==> src/rtl/bcd_pkg.sv <==
// Shared definitions for the digit-serial BCD adder/subtractor:
// the controller state encoding, decimal constants and a nibble validity check.
package bcd_pkg;

    typedef enum logic [1:0] {
        IDLE = 2'd0,
        ADD  = 2'd1,
        FIN  = 2'd2
    } bcd_state_e;

    localparam logic [3:0] BCD_MAX = 4'd9;
    localparam logic [3:0] BCD_ADJ = 4'd6;

    function automatic logic is_bcd(input logic [3:0] nibble);
        return (nibble <= BCD_MAX);
    endfunction

endpackage

==> src/rtl/bcd_digit_slice.sv <==
// Single decimal digit adder: optional nine's complement of b4, binary add with
// carry-in, then +6 correction when the binary sum leaves the 0..9 range.
module bcd_digit_slice
    import bcd_pkg::*;
(
    input  logic [3:0] a4,
    input  logic [3:0] b4,
    input  logic       cin,
    input  logic       sub,
    output logic [3:0] s4,
    output logic       co
);

    logic [3:0] bd;
    logic [4:0] t;

    // Five bits are enough even for out-of-range nibbles (15 + 15 + 1 = 31).
    always_comb begin
        bd = sub ? (BCD_MAX - b4) : b4;
        t  = {1'b0, a4} + {1'b0, bd} + {4'b0000, cin};
        if (t > {1'b0, BCD_MAX}) begin
            s4 = t[3:0] + BCD_ADJ;
            co = 1'b1;
        end else begin
            s4 = t[3:0];
            co = 1'b0;
        end
    end

endmodule

==> src/rtl/bcd_seq_adder.sv <==
// Digit-serial multi-digit BCD adder/subtractor: latches operands on start,
// resolves one digit per clock LSD first through a single shared digit slice.
module bcd_seq_adder
    import bcd_pkg::*;
#(
    parameter int DIGITS = 4
) (
    input  logic                clk,
    input  logic                rst,
    input  logic                start,
    input  logic                sub,
    input  logic                cin,
    input  logic [4*DIGITS-1:0] a,
    input  logic [4*DIGITS-1:0] b,
    output logic [4*DIGITS-1:0] sum,
    output logic                cout,
    output logic                err,
    output logic                busy,
    output logic                done
);

    localparam int IDX_W = (DIGITS > 1) ? $clog2(DIGITS) : 1;
    localparam logic [IDX_W-1:0] LAST_IDX = IDX_W'(DIGITS - 1);

    bcd_state_e          state;
    logic [4*DIGITS-1:0] a_lat;
    logic [4*DIGITS-1:0] b_lat;
    logic [4*DIGITS-1:0] res;
    logic [4*DIGITS-1:0] next_res;
    logic                sub_lat;
    logic                carry;
    logic                err_pend;
    logic [IDX_W-1:0]    idx;
    logic [IDX_W+1:0]    bit_pos;
    logic                ops_ok;
    logic [3:0]          slice_s;
    logic                slice_co;

    always_comb begin
        ops_ok = 1'b1;
        for (int i = 0; i < DIGITS; i++) begin
            if (!is_bcd(a[4*i +: 4]) || !is_bcd(b[4*i +: 4])) begin
                ops_ok = 1'b0;
            end
        end
    end

    assign bit_pos = {idx, 2'b00};

    bcd_digit_slice u_slice (
        .a4  (a_lat[bit_pos +: 4]),
        .b4  (b_lat[bit_pos +: 4]),
        .cin (carry),
        .sub (sub_lat),
        .s4  (slice_s),
        .co  (slice_co)
    );

    // The final digit is merged here so sum can load on the same edge it is computed.
    always_comb begin
        next_res               = res;
        next_res[bit_pos +: 4] = slice_s;
    end

    // An invalid operand still spends one cycle in ADD so done lands at the same
    // offset as a one-digit operation; no digits are written on that path.
    always_ff @(posedge clk or posedge rst) begin
        if (rst) begin
            state    <= IDLE;
            a_lat    <= '0;
            b_lat    <= '0;
            res      <= '0;
            sub_lat  <= 1'b0;
            carry    <= 1'b0;
            err_pend <= 1'b0;
            idx      <= '0;
            sum      <= '0;
            cout     <= 1'b0;
            err      <= 1'b0;
            busy     <= 1'b0;
            done     <= 1'b0;
        end else begin
            done <= 1'b0;
            case (state)
                IDLE: begin
                    if (start) begin
                        a_lat    <= a;
                        b_lat    <= b;
                        sub_lat  <= sub;
                        carry    <= sub ? 1'b1 : cin;
                        err_pend <= !ops_ok;
                        idx      <= '0;
                        res      <= '0;
                        busy     <= 1'b1;
                        state    <= ADD;
                    end
                end
                ADD: begin
                    if (err_pend) begin
                        sum   <= '0;
                        cout  <= 1'b0;
                        err   <= 1'b1;
                        done  <= 1'b1;
                        state <= FIN;
                    end else begin
                        res   <= next_res;
                        carry <= slice_co;
                        if (idx == LAST_IDX) begin
                            sum   <= next_res;
                            cout  <= slice_co;
                            err   <= 1'b0;
                            done  <= 1'b1;
                            state <= FIN;
                        end else begin
                            idx <= idx + 1'b1;
                        end
                    end
                end
                FIN: begin
                    busy     <= 1'b0;
                    idx      <= '0;
                    err_pend <= 1'b0;
                    state    <= IDLE;
                end
                default: begin
                    busy  <= 1'b0;
                    state <= IDLE;
                end
            endcase
        end
    end

endmodule

==> config.mk <==
export PLATFORM = sky130hd
export DESIGN_NAME = bcd_seq_adder
export DESIGN_NICKNAME = d
export VERILOG_FILES = /design/src/rtl/bcd_pkg.sv /design/src/rtl/bcd_digit_slice.sv /design/src/rtl/bcd_seq_adder.sv
export SDC_FILE = /design/constraint.sdc
export NUM_CORES = 1
export LEC_CHECK = 0
export BUFFER_PORTS_ARGS = -buffer_cell sky130_fd_sc_hd__buf_2
export CAP_MARGIN = 20
export CORE_MARGIN = 2
export CORE_UTILIZATION = 51
export CTS_CLUSTER_SIZE = 40
export DETAILED_ROUTE_END_ITERATION = 10
export GPL_ROUTABILITY_DRIVEN = 0
export PLACE_DENSITY = 0.76
export SYNTH_ARGS = -nofsm -noshare
export SYNTH_HDL_FRONTEND = slang
export SYNTH_SLANG_ARGS = --single-unit
==> constraint.sdc <==
create_clock -name clk -period 4.2 [get_ports clk]
set_clock_uncertainty 0.2 [all_clocks]
set_input_delay 0.42 -clock clk [delete_from_list [all_inputs] [get_ports clk]]
set_output_delay 0.42 -clock clk [all_outputs]
set_load 0.01 [all_outputs]
==> flow_summary.json <==
{
  "post-place-cells": 457,
  "yosysWarnings": 0,
  "period_needed_ps": 3878,
  "whs_path_depth": 2,
  "ant_nets": 0,
  "clkTransAtPathRegs_ps": 80,
  "wire_per_inst_um": 16.74,
  "r2r_cells": 12,
  "post_cts_buffers": 0,
  "period_share": 0.9232,
  "worst-path-buf-inv": 3,
  "start_util": 0.5324,
  "wl_um": 7933,
  "grt_start_max_net_pins": 44,
  "synth_seq_cells": 75,
  "postPlaceCellArea_um2": 4048,
  "outcome": "finished clean",
  "vias": 2689,
  "via_per_inst": 5.673,
  "yosys.cell_types.count": 44,
  "timing.rr.end": "sum[14]$_DFFE_PP0P_",
  "synth_cells": 310,
  "syn_to_final_growth_pct": 17.65,
  "ios": 57,
  "fin_area_um2": 4279,
  "critPathMaxStageDelay_ps": 500,
  "setup_viol": 0,
  "hp-class": "primary input to register",
  "cts_tree": "built",
  "hold_start": "a[12]",
  "dr.pass1.iters": 4,
  "path_max_fanout": 10,
  "dp_hpwl_um": 5851,
  "ys_async_sr_fraction": 1.000,
  "drt_iter0_markers": 138,
  "setup-tns-final_ps": 0,
  "rows": 30,
  "antenna_found_initial": 0,
  "crit_family": "multiplexers",
  "rsz0062_at_grt": "no",
  "relSlewSlack": 0.5312,
  "finalHoldViolCount": 0,
  "synth_nets": 360,
  "path_class": "register to register",
  "clk_latency_ps": 350,
  "drcViolationCount": 0,
  "ys_seq_area_frac": 0.5160,
  "worstPathCellList": "buf_4 -> mux4_2 -> inv_1 -> fa_1 -> inv_1 -> fa_1 -> xnor2_1 -> ha_1 -> a22o_1 -> o31a_1 -> mux2_4 -> o31ai_1",
  "diodes": 0,
  "grt_use_total": 0.2280,
  "critPathCaptureType": "register",
  "maxSlewViolCount": 0,
  "avgSynthCellArea_um2": 11.73,
  "maxCapViolations": 0,
  "tightest_slew_ps": 702.2,
  "die_w_um": 88.45,
  "die_h_um": 88.45,
  "startpoint_type": "register",
  "critPathRequiredTime_ps": 4250,
  "syn_area_um2": 3637,
  "nets": 423,
  "stdcell_count": 474,
  "cts_buffer_depth": 2,
  "worst_ep_arrival_time_ps": 3930,
  "io_buffers": 56,
  "synth_edf_count": 0,
  "die-area_um2": 7823,
  "r2r_start": "idx[0]$_DFFE_PP0P_",
  "htree_levels": 3,
  "grt_pass1_vias": 2694,
  "cts_buffers": 9,
  "grt.overflow.total": 0,
  "worst_path_max_delay_cell": "mux4_2",
  "grt_pass1_wl_um": 13340,
  "fmax_mhz": 257.9,
  "clock-sinks": 75,
  "drive_gt1_frac": 0.3413,
  "r2r_slack_ps": 320,
  "core_um2": 6832,
  "synth_ff_type": "dfrtp_1",
  "cts-root-buf": "clkbuf_8",
  "min_to": "a_lat[12]$_DFFE_PP0P_"
}
## cell usage after synthesis, drive strengths merged, types with 5 or more instances
cell type / count / area share
inv: 19 / 0.020
clkbuf: 9 / 0.0093
mux4: 8 / 0.050
mux2: 34 / 0.11
nor2: 12 / 0.012
nand2: 20 / 0.021
o21ai: 27 / 0.037
a22o: 5 / 0.012
a21oi: 12 / 0.017
dfrtp: 75 / 0.52
o31ai: 12 / 0.025
ha: 11 / 0.038
a22oi: 8 / 0.017
## cells in the final DEF, fill, tap and decap left out, types with 2 or more instances in the layout
cell type | synthesis | layout
a21o_1 | 3 | 3
a21oi_1 | 12 | 12
a22o_1 | 5 | 5
a22oi_1 | 8 | 8
a31oi_1 | 2 | 2
a32o_1 | 4 | 4
and3_1 | 2 | 2
buf_2 | 1 | 56
buf_4 | 0 | 8
clkbuf_8 | 0 | 11
clkinvlp_4 | 0 | 3
dfrtp_1 | 75 | 74
fa_1 | 2 | 2
ha_1 | 11 | 11
inv_1 | 19 | 18
mux2_2 | 33 | 33
mux4_2 | 8 | 8
nand2_1 | 20 | 20
nand2b_1 | 3 | 3
nand3_1 | 4 | 4
nand4_1 | 4 | 4
nand4b_1 | 2 | 2
nor2_1 | 12 | 12
nor3b_1 | 3 | 3
o211ai_1 | 2 | 2
o21ai_0 | 26 | 26
o22ai_1 | 4 | 4
o31ai_1 | 12 | 12
or2_2 | 2 | 2
xnor2_1 | 4 | 3
## how the worst max path moves through the flow
| stage | startpoint | endpoint | slack (ps) | cells past startpoint |
|---|---|---|---|---|
| floorplan | idx[0]$_DFFE_PP0P_ | sum[1]$_DFFE_PP0P_ | 130 | 14 |
| global placement | idx[0]$_DFFE_PP0P_ | sum[1]$_DFFE_PP0P_ | 160 | 11 |
| detailed placement | idx[0]$_DFFE_PP0P_ | res[1]$_DFFE_PP0P_ | 100 | 12 |
| CTS | idx[0]$_DFFE_PP0P_ | sum[5]$_DFFE_PP0P_ | 80 | 12 |
| global route | idx[0]$_DFFE_PP0P_ | sum[14]$_DFFE_PP0P_ | 80 | 12 |
| finish | idx[0]$_DFFE_PP0P_ | sum[14]$_DFFE_PP0P_ | 320 | 12 |
## sequential cells by signal (all words and copies together) (netlist names)
signal    count
a_lat        16
b_lat        16
res          16
sum          16
idx           2
state         2
busy          1
carry         1
cout          1
done          1
err           1
err_pend      1
sub_lat       1
## cells by family after synthesis
family / share of synthesized area
DFF: 0.5160
muxes: 0.1586
and+or+nand+nor: 0.08359
adders and majority gates: 0.04885
xor gates and xnor gates: 0.009631
AOI/OAI and AO/OA: 0.1500
buffers and inverters: 0.03337
## what timing repair did
action | CTS | global route
setup endpoints to repair | 0 | 9
endpoints found under the hold margin | 10 | 0
hold buffers | 1 | 0
resized for setup | 0 | 2
## per-layer routing
layer / vias to the layer above / share of wire / track usage / wire length, um
met2: 70 / 0.51 / 0.3869 / 4066
li1: 1262 / - / - / -
met1: 1340 / 0.42 / 0.2853 / 3362
met5: - / 0 / 0 / 0
met4: 0 / 0.020 / 0.1047 / 157
met3: 17 / 0.044 / 0.04104 / 346
## metrics by stage
step,utilization,hold slack [ps],setup WS (ps)
after global routing,0.6264,90.18,83.82
after CTS,0.6251,82.14,77.88
after global placement,0.5925,256.9,162.8
after detailed placement,0.5925,262.1,98.42
after floorplan,-,240.4,127.8
final,0.6264,93.71,322.4
## cell type report
type | count | area [um2]
flip-flops and latches | 75 | 1878
repair buffers | 65 | 350.3
well taps | 96 | 120.1
clock inverters | 5 | 61.31
clock buffers | 11 | 151.4
inverters | 19 | 71.32
fillers | 579 | 2552
multi-input cells | 203 | 1647
Power is left out: the tool's default activity adds up to more than one toggle a clock period on the data nets, which glitch-free logic cannot reach.
